[src/rtl/fetch_predictor_pkg.sv]
// Shared widths and 2-bit branch counter encodings for the IF-stage predictor.
package fetch_predictor_pkg;

  localparam int DEF_WORD_SIZE    = 16;
  localparam int DEF_BTB_IDX_BITS = 4;

  typedef enum logic [1:0] {
    CTR_SNT = 2'b00,
    CTR_WNT = 2'b01,
    CTR_WT  = 2'b10,
    CTR_ST  = 2'b11
  } ctr_t;

  // Saturating step toward taken or not-taken, clamped at 00 and 11.
  function automatic ctr_t ctr_step(input ctr_t c, input logic taken);
    ctr_t r;
    r = c;
    if (taken) begin
      case (c)
        CTR_SNT: r = CTR_WNT;
        CTR_WNT: r = CTR_WT;
        default: r = CTR_ST;
      endcase
    end else begin
      case (c)
        CTR_ST:  r = CTR_WT;
        CTR_WT:  r = CTR_WNT;
        default: r = CTR_SNT;
      endcase
    end
    return r;
  endfunction

endpackage

[src/rtl/fetch_predictor_btb_table.sv]
// Direct-mapped BTB: storage, combinational lookup port and EX-resolution update.
module fetch_predictor_btb_table
  import fetch_predictor_pkg::*;
#(
  parameter int WORD_SIZE = DEF_WORD_SIZE,
  parameter int IDX_BITS  = DEF_BTB_IDX_BITS
) (
  input  logic                 clk,
  input  logic                 reset,
  input  logic [WORD_SIZE-1:0] lookup_pc,
  output logic                 lookup_hit,
  output logic                 lookup_taken,
  output logic [WORD_SIZE-1:0] lookup_target,
  input  logic                 upd_valid,
  input  logic [WORD_SIZE-1:0] upd_pc,
  input  logic [WORD_SIZE-1:0] upd_target,
  input  logic                 upd_taken,
  input  logic                 upd_is_jump
);

  localparam int ENTRIES  = 1 << IDX_BITS;
  localparam int TAG_BITS = WORD_SIZE - IDX_BITS;

  logic                 valid_q  [ENTRIES];
  logic [TAG_BITS-1:0]  tag_q    [ENTRIES];
  logic [WORD_SIZE-1:0] target_q [ENTRIES];
  ctr_t                 ctr_q    [ENTRIES];
  logic                 jump_q   [ENTRIES];

  logic [IDX_BITS-1:0] lk_idx;
  logic [TAG_BITS-1:0] lk_tag;
  ctr_t                lk_ctr;
  logic [IDX_BITS-1:0] up_idx;
  logic [TAG_BITS-1:0] up_tag;
  logic                up_hit;

  assign lk_idx = lookup_pc[IDX_BITS-1:0];
  assign lk_tag = lookup_pc[WORD_SIZE-1:IDX_BITS];
  assign lk_ctr = ctr_q[lk_idx];

  // Lookup reads registered contents only; a same-cycle update is not bypassed.
  assign lookup_hit    = valid_q[lk_idx] && (tag_q[lk_idx] == lk_tag);
  assign lookup_taken  = jump_q[lk_idx] || (lk_ctr == CTR_WT) || (lk_ctr == CTR_ST);
  assign lookup_target = target_q[lk_idx];

  assign up_idx = upd_pc[IDX_BITS-1:0];
  assign up_tag = upd_pc[WORD_SIZE-1:IDX_BITS];
  assign up_hit = valid_q[up_idx] && (tag_q[up_idx] == up_tag);

  always_ff @(posedge clk or posedge reset) begin
    if (reset) begin
      for (int i = 0; i < ENTRIES; i++) begin
        valid_q[i]  <= 1'b0;
        tag_q[i]    <= '0;
        target_q[i] <= '0;
        ctr_q[i]    <= CTR_WNT;
        jump_q[i]   <= 1'b0;
      end
    end else if (upd_valid) begin
      if (up_hit) begin
        // Jumps bypass the counter via the jump bit, so only conditionals train it.
        if (!upd_is_jump) begin
          ctr_q[up_idx] <= ctr_step(ctr_q[up_idx], upd_taken);
        end
        if (upd_taken) begin
          target_q[up_idx] <= upd_target;
        end
        jump_q[up_idx] <= upd_is_jump;
      end else if (upd_taken || upd_is_jump) begin
        valid_q[up_idx]  <= 1'b1;
        tag_q[up_idx]    <= up_tag;
        target_q[up_idx] <= upd_target;
        ctr_q[up_idx]    <= upd_is_jump ? CTR_ST : CTR_WT;
        jump_q[up_idx]   <= upd_is_jump;
      end
    end
  end

endmodule

[src/rtl/fetch_predictor.sv]
// IF-stage PC owner: BTB-based next-PC prediction with stall-aware miss redirect.
module fetch_predictor
  import fetch_predictor_pkg::*;
#(
  parameter int                       WORD_SIZE    = DEF_WORD_SIZE,
  parameter int                       BTB_IDX_BITS = DEF_BTB_IDX_BITS,
  parameter logic [WORD_SIZE-1:0]     RESET_PC     = '0,
  parameter bit                       PREDICT_EN   = 1'b1
) (
  input  logic                 clk,
  input  logic                 reset,
  input  logic                 pc_write,
  input  logic                 i_branch_miss,
  input  logic                 jump_miss,
  input  logic [WORD_SIZE-1:0] redirect_pc,
  input  logic                 upd_valid,
  input  logic [WORD_SIZE-1:0] upd_pc,
  input  logic [WORD_SIZE-1:0] upd_target,
  input  logic                 upd_taken,
  input  logic                 upd_is_jump,
  output logic [WORD_SIZE-1:0] pc,
  output logic                 pred_taken,
  output logic [WORD_SIZE-1:0] pred_next_pc,
  output logic                 redirect_pending
);

  logic                 btb_hit;
  logic                 btb_taken;
  logic [WORD_SIZE-1:0] btb_target;
  logic [WORD_SIZE-1:0] pending_pc;
  logic [WORD_SIZE-1:0] pc_plus_one;
  logic                 miss;

  fetch_predictor_btb_table #(
    .WORD_SIZE (WORD_SIZE),
    .IDX_BITS  (BTB_IDX_BITS)
  ) u_btb (
    .clk           (clk),
    .reset         (reset),
    .lookup_pc     (pc),
    .lookup_hit    (btb_hit),
    .lookup_taken  (btb_taken),
    .lookup_target (btb_target),
    .upd_valid     (upd_valid),
    .upd_pc        (upd_pc),
    .upd_target    (upd_target),
    .upd_taken     (upd_taken),
    .upd_is_jump   (upd_is_jump)
  );

  assign pc_plus_one  = pc + {{(WORD_SIZE-1){1'b0}}, 1'b1};
  assign pred_taken   = PREDICT_EN && btb_hit && btb_taken;
  assign pred_next_pc = pred_taken ? btb_target : pc_plus_one;
  assign miss         = i_branch_miss || jump_miss;

  // A fresh miss always beats an older pending redirect; the newest target wins.
  always_ff @(posedge clk or posedge reset) begin
    if (reset) begin
      pc               <= RESET_PC;
      pending_pc       <= '0;
      redirect_pending <= 1'b0;
    end else if (miss) begin
      if (pc_write) begin
        pc               <= redirect_pc;
        redirect_pending <= 1'b0;
      end else begin
        pending_pc       <= redirect_pc;
        redirect_pending <= 1'b1;
      end
    end else if (pc_write) begin
      if (redirect_pending) begin
        pc               <= pending_pc;
        redirect_pending <= 1'b0;
      end else begin
        pc <= pred_next_pc;
      end
    end
  end

endmodule

[config.mk]
export PLATFORM = sky130hd
export DESIGN_NAME = fetch_predictor
export DESIGN_NICKNAME = d
export VERILOG_FILES = /design/src/rtl/fetch_predictor_pkg.sv /design/src/rtl/fetch_predictor_btb_table.sv /design/src/rtl/fetch_predictor.sv
export SDC_FILE = /design/constraint.sdc
export NUM_CORES = 1
export LEC_CHECK = 0
export CAP_MARGIN = 20
export CORE_UTILIZATION = 56
export DETAILED_ROUTE_END_ITERATION = 6
export PLACE_DENSITY = 0.77
export SLEW_MARGIN = 0
export SYNTH_ARGS = -nofsm -noshare
export SYNTH_HDL_FRONTEND = slang
export SYNTH_HIERARCHICAL = 1
export SYNTH_SLANG_ARGS = --single-unit
[constraint.sdc]
create_clock -name clk -period 18.4 [get_ports clk]
set_clock_uncertainty 0.05 [all_clocks]
set_input_delay 4.6 -clock clk [delete_from_list [all_inputs] [get_ports clk]]
set_output_delay 4.6 -clock clk [all_outputs]
set_load 0.1 [all_outputs]
==> flow_summary.ini, run 1 <==
[routing]
first_iter_violations = 1556
drc = 0
wirelength_mm = 73.6
vias_per_cell = 6.55
wl_per_cell_microns = 27.5
ant_nets = 0
drt_pass1_iterations = 5
num_vias = 17600

[setup_path]
cp.arrival_ps = 6460
cp_cell_sequence = buf_4 > mux4_2 > mux4_2 > xnor2_1 > nand3_1 > nor3_1 > nand2_1 > buf_4 > inv_1 > a221o_1 > clkdlybuf4s50_1
crit_slowest_cell = clkdlybuf4s50_1
required_ps = 13750
r2r_cells = 13
startpoint_type = flip-flop
end_kind = output pin
path_max_fanout = 52
critical_path_class = reg -> out
max_stage_delay_ps = 1170

[sta]
worstMarginPinSlew_ps = 1100
hold_viol = 0
relSlewSlack = 0.265
holdWs_ps = 441
finalMaxSlewViolations = 0
final-setup-viol-count = 0
setup_ws_ps = 7290
setup_tns_ps = 0
max_freq_mhz = 90.0
finalCriticalPeriod_ps = 11110
rsz0062_at_grt = no
period_share = 0.604

[synth]
synth-seq-area-share = 0.482
ys.warnings.count = 6
synth_area_per_cell_sq_um = 14.6
syn_inst = 1936
ys.flop_type = dfrtp_1
synth.distinct_cells = 75
netlist.area_leader.share = 0.467
synth-seq-cells = 545
syn_nets = 1993
synth_top_area_cell = dfrtp_1
netlist_area_sq_um = 28300
ys_top_cells_by_area = dfrtp_1 (47%), mux2_2 (19%), mux4_2 (16%)
synth_edf_count = 0
async_flop_share = 1.00

[hold_path]
hp-class = reg -> reg
min_delay_path_depth = 1

[die]
initial_core_util = 0.566
die_w_microns = 227
die_y_microns = 227
top_level_ports = 90
fp.dieArea_sq_um = 51500
core_sq_um = 50100
rows = 82

[clock_tree]
clockRootBuffer = clkbuf_16
cts_resized = 0
htreeDepth = 2
cts_inserted_buffers = 57
cts_tree = done
cts_max_path_buffers = 3
clk_pin_slew_ps = 60
cts_sinks = 545
insertion_delay_ps = 650
postCtsSetupBuffers = 0
ctsHoldBuffers = 0

[global_routing]
overflow = 0
grt_start_max_net_pins = 87
grt_pass1_vias = 18500
grt_pass1_wl_mm = 114
antenna_found_initial = 4
grt_usage = 0.298

[final_layout]
design_area_sq_um = 31500
num-nets-final = 2015
layout-drive-gt1-share = 0.460
multi_input_area_sq_um = 13700
regArea_sq_um = 13700
fillCellCount = 3660
area_growth_pct = 11.3

[placement]
dpl_cell_area_sq_um = 29500
globalplace.congestion = 0.846
dp_slack_ps = 7880
io_buffers = 89
dp_hpwl_mm = 44.6

[status]
outcome = completed

[flow_run]
max_cap_viol_count = 0

[pwr]
p_leak_nw = 12.9
peakVddDrop_mv = 0.0891
powerDensity_nw_per_um2 = 123
## where the power goes
group,internal [W],leakage (nW),switching [W]
Sequential,0.00149,6.62,0.000211
Combinational,0.000526,5.29,0.000414
Clock,0.000734,1.00,0.000499
## worst max-delay path, delay by kind of cell, from the launching register on
kind	cells	cell delay, ps
AOI/OAI and AO/OA	1	300
xor gates and xnor gates	1	150
buffers and inverters	4	2640
DFF	1	1080
muxes	2	1090
and+or+nand+nor	3	430
## cells in the final DEF (no fill, tap or decap), drive strengths merged, types with 4 or more instances in the layout
cell type      instances
clkdlybuf4s50         86
clkinv                16
a31oi                  9
a221oi                 5
inv                   22
o21ai                 25
nor2b                  5
buf                   48
xnor2                 18
mux4                 201
clkbuf                80
bufinv                 8
mux2i                 53
and4                   5
or2                   18
nor2                  83
o311ai                23
nand2                 63
o22ai                  6
a22o                  18
nand3                 19
a21oi                 35
xor2                  15
and2                   4
nor3                  24
nand4                  8
and3                   6
mux2                 500
nand2b                 7
dfrtp                529
dfstp                 16
o31ai                  4
## Yosys cell counts (all sizes together), types with 2 or more instances
cell / instances
o211ai: 3
a2111oi: 2
o21ai: 25
nand2b: 7
mux4: 201
and2: 4
nor3b: 2
inv: 22
and4: 5
xor2: 15
a22oi: 3
buf: 93
nor2b: 5
mux2i: 53
and3: 6
or4: 3
a22o: 18
o22ai: 6
a211o: 3
o22a: 3
clkbuf: 78
dfrtp: 529
nand2: 63
o31ai: 4
xnor2: 18
a221oi: 5
a31o: 3
o311ai: 23
a21o: 2
nand3: 19
nand4: 8
a31oi: 9
or2: 18
a21oi: 35
a41o: 2
nor2: 83
mux2: 500
dfstp: 16
o221ai: 2
nor3: 24
## metrics by stage
stage | utilization | instances | total power, W
2_1_floorplan | - | 1936 | 0.00238
3_3_place_gp | 0.589 | 2570 | 0.00259
3_5_place_dp | 0.589 | 2570 | 0.00264
4_1_cts | 0.629 | 2675 | 0.00388
5_1_grt | 0.630 | 2676 | 0.00403
6_report | 0.630 | 2678 | 0.00387
## final timing paths
| path | end | slack [ps] | start |
|---|---|---|---|
| setup reg to reg | pc[14]$_DFFE_PP0P_ | 13110 | pc[0]$_DFFE_PP0P_ |
| setup / recovery | pred_next_pc[15] | 7290 | pc[0]$_DFFE_PP0P_ |
| hold / removal | u_btb/valid_q[1]$_DFFE_PP0P_ | 440 | u_btb/valid_q[1]$_DFFE_PP0P_ |
| hold reg to reg | u_btb/valid_q[1]$_DFFE_PP0P_ | 440 | u_btb/valid_q[1]$_DFFE_PP0P_ |
| max in group asynchronous | u_btb/tag_q[174]$_DFFE_PP0P_ | 11620 | reset |
| min in group asynchronous | pending_pc[3]$_DFFE_PP0P_ | 4440 | reset |
## cell families (layout without fill, tap and decap cells)
kind of cell | Yosys count | after routing | share of synthesized area
other cells | 0 | 2 | 0
simple gates | 250 | 250 | 0.0443
compound gates | 159 | 159 | 0.0454
flops | 545 | 545 | 0.482
xor+xnor | 33 | 33 | 0.0102
mux | 754 | 754 | 0.381
fa+ha+maj | 2 | 2 | 0.000839
buf+inv | 193 | 261 | 0.0365
## layout make-up
cell class | instances | area share
Clock buffer | 80 | 0.0518
Clock inverter | 25 | 0.0124
Tap cell | 672 | 0.0267
Sequential cell | 545 | 0.434
Antenna cell | 2 | 0.000159
Timing Repair Buffer | 134 | 0.0391
Inverter | 22 | 0.00274
Multi-Input combinational cell | 1198 | 0.433
## layer usage
layer  vias to the layer above  share of wire  track usage
met2                       639           0.48        0.473
met1                      9402           0.41        0.405
li1                       7355              -            -
met4                         4          0.031        0.104
met3                       153          0.075       0.0698
met5                         -        0.00034            0
## sequential cells by signal, summed over array words and instances, names as in the netlist
signal and count:
u_btb/jump_q 16, u_btb/valid_q 16, u_btb/ctr_q 32, pc 16, u_btb/target_q 256, pending_pc 16
redirect_pending 1, u_btb/tag_q 192
(Power assumes the default switching activity.)
==> run 2: changes to the inputs <==
--- a/config.mk
+++ b/config.mk
@@ -6,9 +6,9 @@
 export NUM_CORES = 1
 export LEC_CHECK = 0
 export CAP_MARGIN = 20
-export CORE_UTILIZATION = 56
+export CORE_UTILIZATION = 60
 export DETAILED_ROUTE_END_ITERATION = 6
-export PLACE_DENSITY = 0.77
+export PLACE_DENSITY = 0.78
 export SLEW_MARGIN = 0
 export SYNTH_ARGS = -nofsm -noshare
 export SYNTH_HDL_FRONTEND = slang
==> constraint.sdc (replaced) <==
create_clock -name clk -period 10.48 [get_ports clk]
set_clock_uncertainty 0.05 [all_clocks]
set_input_delay 2.62 -clock clk [delete_from_list [all_inputs] [get_ports clk]]
set_output_delay 2.62 -clock clk [all_outputs]
set_load 0.1 [all_outputs]
==> flow_summary.ini, run 2 (synthesis results as in run 1) <==
[status]
outcome = completed

[sta]
holdWs_ps = 444
relSlewSlack = 0.278
setup_ws_ps = 1080
max_freq_mhz = 106
rsz0062_at_grt = no
finalMaxSlewViolations = 0
worstMarginPinSlew_ps = 1080
setup_tns_ps = 0
hold_viol = 0
final-setup-viol-count = 0
finalCriticalPeriod_ps = 9400
period_share = 0.897

[routing]
dr.max_layer_used = met5
ant_nets = 0
wl_per_cell_microns = 28.0
wl_met1_mm = 30.3
drt_pass1_iterations = 5
first_iter_violations = 1548
vias_per_cell = 6.76
met2WireLength_mm = 35.1
num_vias = 17600
drc = 0
wl_met3_mm = 4.98
wirelength_mm = 73.1

[die]
fp.dieArea_sq_um = 48100
die_y_microns = 219
rows = 79
top_level_ports = 90
initial_core_util = 0.609
die_w_microns = 219
core_sq_um = 46600

[pwr]
power.total_w = 0.00673
p_leak_nw = 12.9
powerDensity_nw_per_um2 = 214
peakVddDrop_mv = 0.193

[global_routing]
overflow = 0
grt_usage = 0.315
grt_start_max_net_pins = 163
grt_pass1_vias = 18400
grt_pass1_wl_mm = 113
antenna_found_initial = 1

[setup_path]
path_buf_inv = 3
max_stage_delay_ps = 1160
cp.arrival_ps = 6730
cp_cell_sequence = buf_4 > mux4_2 > mux4_2 > xor2_1 > nor4_1 > nand3_1 > nor3_1 > nand2_1 > inv_1 > a221o_1 > clkdlybuf4s50_1
startpoint_type = flip-flop
end_kind = output pin
critical_path_class = reg -> out
path_max_fanout = 46
r2r_slack_ps = 4920
cp_common_cell = mux4_2
required_ps = 7810
crit_family = buffers and inverters
crit_slowest_cell = clkdlybuf4s50_1

[clock_tree]
cts_sinks = 545
clockRootBuffer = clkbuf_16
cts_resized = 0
clk_pin_slew_ps = 60
cts_inserted_buffers = 58
htreeDepth = 2
ctsHoldBuffers = 0
postCtsSetupBuffers = 0
cts_tree = done
cts_max_path_buffers = 3
insertion_delay_ps = 640

[final_layout]
layout-drive-gt1-share = 0.459
largest_reg_flops = 256
fillCellCount = 3167
layout_commonest_cell = dfrtp_1
final_cell_mix = dfrtp_1 (525), mux2_2 (472), mux4_2 (200), clkdlybuf4s50_1 (86), nor2_1 (83)
reg_top3 = u_btb/target_q x256, u_btb/tag_q x192, u_btb/ctr_q x32
num-nets-final = 2017
fin_util = 0.674
regMostFlops = u_btb/target_q
area_growth_pct = 10.8
multi_input_area_sq_um = 13600
regArea_sq_um = 13700

[placement]
globalplace.congestion = 0.854
dp_slack_ps = 1710
io_buffers = 89
dp_hpwl_mm = 44.4

[flow_run]
max_cap_viol_count = 0

[hold_path]
hp-class = reg -> reg
## run 2: cell types whose count changed in the layout (fill, tap and decap cells not counted)
| cell | previous run | this run |
|---|---|---|
| clkinv_2 | 14 | 6 |
| clkinvlp_4 | 1 | 7 |
| a21oi_2 | 3 | 6 |
| a21oi_4 | 13 | 10 |
| bufinv_16 | 8 | 5 |
| buf_12 | 0 | 1 |
| clkbuf_1 | 11 | 12 |
| clkbuf_16 | 57 | 58 |
| diode_2 | 2 | 1 |
## run 2: routing by layer
layer	GRT usage	up-vias
met2	0.498	751
met1	0.434	9345
met5	0	-
met4	0.124	2
met3	0.0568	176
li1	-	7358
## run 2: stage by stage
stage	cell area (sq um)	cells
floorplan	28300	1936
global placement	29400	2506
detailed placement	29400	2506
CTS	31400	2608
global route	31400	2609
finish	31400	2610
## run 2: final timing paths
path                                               from                            to  cells after the start
max                                   pc[0]$_DFFE_PP0P_              pred_next_pc[15]                     11
min                        u_btb/valid_q[0]$_DFFE_PP0P_  u_btb/valid_q[0]$_DFFE_PP0P_                      1
max reg2reg                           pc[0]$_DFFE_PP0P_            pc[13]$_DFFE_PP0P_                     13
min reg2reg                u_btb/valid_q[0]$_DFFE_PP0P_  u_btb/valid_q[0]$_DFFE_PP0P_                      1
max in group asynchronous                         reset   u_btb/ctr_q[21]$_DFFE_PP0P_                      4
min in group asynchronous                         reset  u_btb/tag_q[170]$_DFFE_PP0P_                      2
## run 2: layout make-up
class | instances | area share
tap | 607 | 0.0242
clock inverter | 20 | 0.00973
multi-input combinational | 1198 | 0.435
inverter | 22 | 0.00275
sequential | 545 | 0.436
antenna | 1 | 0.0000797
timing repair buffer | 135 | 0.0400
clock buffer | 82 | 0.0529
## run 2: power by group
| part | internal, W | total [W] | leakage, nW | switching, W |
|---|---|---|---|---|
| clock network | 0.00123 | 0.00210 | 0.943 | 0.000867 |
| registers | 0.00261 | 0.00299 | 6.62 | 0.000381 |
| logic | 0.000924 | 0.00164 | 5.30 | 0.000715 |
